--- src/rtl/clk_div_multi.sv ---
`default_nettype none
// +----------------------------------------------------------------------------+
// | Module      : clk_div_multi                                                |
// | Description : Bank of independent programmable dividers, each producing a  |
// |               square wave or a one-cycle strobe from a shared clock.       |
// | Revision    : 1.0                                                          |
// +----------------------------------------------------------------------------+
module clk_div_multi #(
    parameter int WIDTH    = 10,
    parameter int CHANNELS = 4
) (
    input  logic                      clk,
    input  logic                      reset,
    input  logic [CHANNELS-1:0]       start,
    input  logic [CHANNELS*WIDTH-1:0] final_val,
    input  logic [CHANNELS-1:0]       mode,
    output logic [CHANNELS-1:0]       count_out,
    output logic [CHANNELS-1:0]       busy
);

    localparam logic             c_idle = 1'b0;
    localparam logic             c_run  = 1'b1;
    localparam logic [WIDTH-1:0] c_zero = '0;
    localparam logic [WIDTH-1:0] c_one  = WIDTH'(1);

    for (genvar i = 0; i < CHANNELS; i++) begin : g_ch
        logic             r_state;
        logic [WIDTH-1:0] r_cnt;
        logic [WIDTH-1:0] r_final_q;
        logic             r_mode_q;
        logic             r_out;
        logic             r_busy;
        logic [WIDTH-1:0] w_final;
        logic             w_final_nz;

        assign w_final    = final_val[i*WIDTH +: WIDTH];
        assign w_final_nz = (w_final != c_zero);

        always_ff @(posedge clk or posedge reset) begin
            if (reset) begin
                r_state   <= c_idle;
                r_cnt     <= c_zero;
                r_final_q <= c_zero;
                r_mode_q  <= 1'b0;
                r_out     <= 1'b0;
                r_busy    <= 1'b0;
            end else begin
                case (r_state)
                    c_idle: begin
                        r_cnt <= c_zero;
                        r_out <= 1'b0;
                        if (start[i] && w_final_nz) begin
                            r_state   <= c_run;
                            r_final_q <= w_final;
                            r_mode_q  <= mode[i];
                            r_busy    <= 1'b1;
                        end else begin
                            r_busy <= 1'b0;
                        end
                    end
                    c_run: begin
                        if (!start[i]) begin
                            r_state <= c_idle;
                            r_cnt   <= c_zero;
                            r_out   <= 1'b0;
                            r_busy  <= 1'b0;
                        end else if (r_cnt == r_final_q) begin
                            r_cnt <= c_zero;
                            r_out <= r_mode_q ? 1'b1 : ~r_out;
                            // A zero terminal count is not loadable, keep the running setup.
                            if (w_final_nz) begin
                                r_final_q <= w_final;
                                r_mode_q  <= mode[i];
                            end
                        end else begin
                            r_cnt <= r_cnt + c_one;
                            if (r_mode_q) begin
                                r_out <= 1'b0;
                            end
                        end
                    end
                    default: begin
                        r_state <= c_idle;
                        r_cnt   <= c_zero;
                        r_out   <= 1'b0;
                        r_busy  <= 1'b0;
                    end
                endcase
            end
        end

        assign count_out[i] = r_out;
        assign busy[i]      = r_busy;
    end

endmodule
`default_nettype wire

--- config.mk ---
export PLATFORM = sky130hd
export DESIGN_NAME = clk_div_multi
export DESIGN_NICKNAME = d
export VERILOG_FILES = /design/src/rtl/clk_div_multi.sv
export SDC_FILE = /design/constraint.sdc
export NUM_CORES = 1
export LEC_CHECK = 0
export ABC_AREA = 1
export CORE_UTILIZATION = 50
export DETAILED_ROUTE_END_ITERATION = 7
export PLACE_DENSITY = 0.76
export SETUP_SLACK_MARGIN = 0.2
export SLEW_MARGIN = 5
export SYNTH_ARGS = -nofsm -noshare
export SYNTH_HDL_FRONTEND = slang
export SYNTH_SLANG_ARGS = --single-unit
--- constraint.sdc ---
create_clock -name clk -period 4.3 [get_ports clk]
set_clock_uncertainty 0.1 [all_clocks]
set_input_delay 0.645 -clock clk [delete_from_list [all_inputs] [get_ports clk]]
set_output_delay 0.645 -clock clk [all_outputs]
set_load 0.01 [all_outputs]
==> results_dict.tcl <==
set metrics [dict create \
    smallest_hold_slack_ns 0.401 \
    cts_made_buffers 9 \
    timing.rr.start "g_ch[0].r_cnt[7]" \
    cts.clk_slew.worst_paths_ns 0.09 \
    timing.reg2reg.worst_path_depth 6 \
    setup.reg_to_reg.worst_slack_ns 2.50 \
    timing.setup.tns_ns 0 \
    placement.io_buffers 57 \
    synth.top_cell.area_share 0.466 \
    clock.fmax_mhz 416 \
    timing.critical_path.to_type "flip-flop" \
    rsz0062_at_grt "no" \
    antenna_found_initial 0 \
    layout_setup_ws_ns 1.90 \
    async_flop_share 1.00 \
    boundaryPins 58 \
    cts.repair.resized 0 \
    hp-start "g_ch[3].r_cnt[0]" \
    drc_errors 0 \
    final_nets 756 \
    chipHeight_um 104 \
    clock_tree.buffer_depth 2 \
    relSlewSlack 0.324 \
    first_pass_grt_wire_length_mm 17.5 \
    numClockSinks 96 \
    ys_seq_area_frac 0.466 \
    setup.worst_path.class "primary input to flip-flop" \
    drive_gt1_frac 0.0919 \
    worst_ep_arrival_time_ns 2.56 \
    routed_via_density 5.01 \
    met2WireLength_mm 4.96 \
    layout_worst_path_cycle_share 0.559 \
    placement.setup.worst_slack_ns 1.51 \
    number_of_global_route_vias_before_repair 4086 \
    hold_buffer_count_at_cts 0 \
    gr-usage-all-layers 0.196 \
    crit_required_ns 4.45 \
    drv_cap 0 \
    route.final.wire_length_mm 10.0 \
    power.static_leakage_nw 2.79 \
    syn_avg_cell_area_um2 7.87 \
    die_w_um 104 \
    drt-wirelength-per-cell_um 11.9 \
    r2r-end "g_ch[0].r_final_q[8]" \
    initial_standard_cell_utilization_of_the_core 0.522 \
    postSynthCellCount 655 \
    power.density_cell_area_nw_per_um2 362 \
    met1Wirelength_mm 4.65 \
    met3_wl_post_dr_um 321 \
    worst-slew-pin-transition_ns 1.01 \
    outcome "finished clean" \
    htree_num_levels 3 \
    worst-path-max-fanout 13 \
    worstHoldEndpoint "g_ch[3].r_cnt[0]" \
    setup_viol 0 \
    synth.cell_area_um2 5150 \
    hold_path.class "flip-flop to flip-flop" \
    max-vdd-ir-drop_mv 0.172 \
    cts_tree "yes" \
    number_of_antenna_violating_nets_in_the_routed_design 0 \
    synth_warnings 0 \
    highest_layer "met4" \
    placementRows 36 \
    synth_area_leaders "dfrtp_1 (47%), nand2_1 (13%), nand3_1 (8.6%)" \
    place_congestion 0.798 \
    min_delay_path_depth 1 \
    top_cells_by_count_synth "nand2_1 (175), nor2_1 (98), dfrtp_1 (96), nand3_1 (89), inv_1 (57)" \
    slew_viol_final 0 \
    clk-insertion-delay-late_ns 0.36 \
    n_antenna_cell 0 \
    synth-main-ff-cell "dfrtp_1" \
    worst_setup_path_start_kind "primary input" \
    post_synth_num_cell_types 35 \
    cts_root_buf "clkbuf_8" \
    synth_fp_nets 709 \
    grt-ovfl-total 0 \
    detailedPlacementHpwl_mm 7.35 \
    fp.coreArea_um2 9860 \
    post-cts-setup-buffers 0 \
    synth-edff-count 0 \
    post-synth-top-count-cell "nand2_1" \
    synth_top_cell_by_area "dfrtp_1" \
    dr.first_iter.drc_count 151 \
    grt_start_max_net_pins 62 \
    drt-pass1-iter-count 4 \
    detailroute.via_count 4210 \
    synth.ff_latch_count 96 \
    design.die.area_um2 10700 \
    area_growth_pct 14.8 \
    min_clock_period_post_route_ns 2.40 \
    final-hold-violation-count 0 \
]
## cell type report
| type | count | area (um2) |
|---|---|---|
| well taps | 133 | 166 |
| fillers | 886 | 3950 |
| flip-flops and latches | 96 | 2400 |
| clock inverters | 6 | 67.6 |
| repair buffers | 59 | 586 |
| clock buffers | 10 | 128 |
| inverters | 67 | 253 |
| multi-input cells | 469 | 2310 |
## worst max-delay path by stage
stage,end,start,slack (ns),cells past startpoint
finish,g_ch[3].r_final_q[2],final_val[34],1.90,7
global route,g_ch[3].r_final_q[2],final_val[32],1.75,7
CTS,g_ch[3].r_final_q[9],final_val[32],1.90,7
detailed placement,g_ch[3].r_final_q[9],final_val[32],1.51,7
global placement,g_ch[3].r_mode_q,final_val[34],1.66,7
floorplan,g_ch[0].r_busy,reset,1.05,1
## flip-flops by register name, indices dropped and copies added, names as in the netlist
register and cells:
g_ch.r_mode_q 4, g_ch.r_state 4, g_ch.r_out 4, g_ch.r_busy 4
g_ch.r_cnt 40, g_ch.r_final_q 40
## cells in the final DEF (no fill, tap or decap), types with 2 or more instances in the layout
master	instances
nor3_2	2
inv_2	10
nand3b_1	3
nand3_2	14
clkinv_2	2
clkbuf_8	9
inv_1	56
nand3_1	89
o21a_1	3
nand2_1	175
nor2_1	98
buf_4	2
ha_1	4
nand2_2	8
nand2_4	2
nor2_2	4
a21oi_1	5
clkdlybuf4s50_1	57
nor3_1	10
dfrtp_1	96
o21ai_0	8
or2_2	2
nand4_1	4
nor2_4	2
xnor2_1	15
or2_0	2
clkinvlp_4	2
xor2_1	12
## layer usage
layer,up-vias,global-route usage
met4,0,0.0642
met1,1991,0.250
li1,2145,-
met2,67,0.337
met5,-,0
met3,7,0.0365
## through the flow
step | cell area [um2] | utilization | power [mW] | cells
floorplan | 5150 | - | 1.44 | 655
global placement | 5720 | 0.580 | 1.53 | 824
detailed placement | 5720 | 0.580 | 1.56 | 824
CTS | 5910 | 0.600 | 2.15 | 840
global route | 5910 | 0.600 | 2.26 | 840
finish | 5910 | 0.600 | 2.14 | 840
## power by group
part           switching, mW  leakage (nW)  internal, mW
clock                  0.329        0.0929         0.272
combinational          0.244          1.44         0.190
sequential            0.0958          1.25          1.01
total                  0.669          2.79          1.47
## logic make-up after synthesis
logic type | synth area share
XOR/XNOR | 0.0459
adder cells (fa/ha/maj) | 0.00971
flip-flops | 0.466
AND/OR/NAND/NOR | 0.366
AO/OA/AOI/OAI | 0.0272
buffers and inverters | 0.0852
## worst max-delay path, cell delays in order
cell and delay (ns):
clkdlybuf4s50_1 0.51, nor2_1 0.06, nand3_1 0.09, o21a_1 0.52, nand2_1 0.44, nand3_1 0.22
nand2_1 0.07
Note: power is estimated with default switching activity, not from simulation.
==> variant: new RTL, config.mk and constraints unchanged <==
Set the parameter `WIDTH` to 20 (it was 10).
--- a/src/rtl/clk_div_multi.sv
+++ b/src/rtl/clk_div_multi.sv
@@ -6,7 +6,7 @@
 // | Revision    : 1.0                                                          |
 // +----------------------------------------------------------------------------+
 module clk_div_multi #(
-    parameter int WIDTH    = 10,
+    parameter int WIDTH    = 20,
     parameter int CHANNELS = 4
 ) (
     input  logic                      clk,
Ports: changed (resized final_val); port bits go from 58 to 98. The function was not compared with the original's and may differ.
==> variant against the original RTL <==
- power increased by 92%
- first-iteration DRC count increased to 4.3 times the old value
- maximum frequency decreased by 13%
- core utilization decreased by 0.26 points
- sequential cell count increased by 80
- area after synthesis increased by 98%
- register-to-register slack got worse by 0.40 ns
- via count increased by 110%
- worst setup slack got worse by 0.35 ns
- sequential power increased by 74%
- final area increased by 99%
- wire length increased by 130%
- largest cell class is now multi-input combinational cells
- largest power group unchanged
- highest routed layer unchanged
==> variant: results (changes against the original RTL) <==
top cells by count, synth nand2_1, nor2_1, nand3_1; Worst IR Drop VDD 0.0002446 V (+42%); Area after DPL 0.01119 sq mm (+96%); I/O Buffers 97 (+70%); worst flop-to-flop path endpoint g_ch[3].r_cnt[19]$_DFF_PP0_; Slew @ Worst Pin 0.8610 ns (-0.1523 ns); register-to-register setup slack 2.10 ns (-0.40 ns); vias in the first global route 8543 (+110%); largest registers g_ch.r_cnt: 80 flops, g_ch.r_final_q: 80 flops; post-DP HPWL 16.69 mm (+130%); Setup crit start final_val[6]; status finished clean; CP peak stage delay 0.63 ns (+0.11 ns); Lkg Pwr 5.633 nW (+100%); comb_multi_in 1039 (+120%); ClkCell Share 4.932% (+1.6 points); fin cells 1772 (+110%); count of non-CTS inverters in the layout 160 (+140%); multi-input combinational cell area 0.004845 sq mm (+110%); H-Tree Depth 4 (+1); worst hold slack 0.3904 ns (-0.01047 ns); first-pass GRT wire length 38.99 mm (+120%); CP arrival 2.95 ns (+0.39 ns); maximum number of pins on one net before global-route repair 89 (+44%); cts bufs inserted 17 (+8); dpl ws 1.144 ns (-0.3658 ns); vias after detailed routing 8990 (+110%); GRT Util Overall 23.38% (+3.7 points); sequential-to-total area share from yosys stat 43.24% (-3.4 points); fin nets 1588 (+110%); Syn Area/Cell 7.143 sq um (-9.2%); Inst Count DP 1740 (+110%); slowest CP cell nand2_1; gpl congestion 0.9241 (+16%); unique cell type count in the Yosys netlist 31 (-11%); FFs & Latches 176 (+83%); Critical Path Fanout Max 22 (+9); Hold Path Stages 2 (+1); share of the synthesized area in the top cell type 43.24% (-3.4 points); clock buf count 19 (+9); total area of sequential cells 0.004404 sq mm (+83%); non-clk buf share 8.546% (-1.4 points); Critical path destination g_ch[0].r_final_q[13]$_DFFE_PP0P_
variant: cell count changes in the layout (fill, tap and decap cells not counted), sizes merged, moves of 3 or more:
| cell | unedited run | this run |
|---|---|---|
| clkbuf | 10 | 19 |
| clkdlybuf4s50 | 57 | 97 |
| dfrtp | 96 | 176 |
| inv | 67 | 164 |
| nand2 | 185 | 461 |
| nand3 | 103 | 210 |
| nand4 | 4 | 21 |
| nor2 | 104 | 219 |
| nor3 | 12 | 19 |
| o21a | 3 | 0 |
| or2 | 4 | 0 |
| xnor2 | 15 | 39 |
| xor2 | 12 | 43 |
variant: kinds of logic (layout without fill, tap and decap cells):
| family | count (synthesis) | in the layout | synth area share (%) |
|---|---|---|---|
| XOR/XNOR | 82 | 82 | 7.051 |
| AND/OR/NAND/NOR | 935 | 935 | 39.01 |
| buffers and inverters | 211 | 292 | 9.200 |
| adder cells (fa/ha/maj) | 4 | 4 | 0.4914 |
| AO/OA/AOI/OAI | 18 | 18 | 1.007 |
| flip-flops | 176 | 176 | 43.24 |
variant: per-layer routing:
metal / wire (microns) / global-route usage, % / vias to the layer above / part of all wire [%]
met1: 10790 / 31.66 / 4197 / 48
met2: 10660 / 38.64 / 207 / 47
met3: 828 / 4.442 / 27 / 3.7
li1: - / - / 4559 / -
met4: 286 / 5.651 / 0 / 1.3
met5: 0 / 0 / - / 0
variant: power groups by stage:
stage,Combinational (mW),Sequential (mW),Clock (mW)
global route,0.756,1.95,1.63
finish,0.650,1.93,1.53
global placement,0.634,1.95,0
CTS,0.658,1.93,1.56
floorplan,0.476,1.92,0
detailed placement,0.655,1.95,0
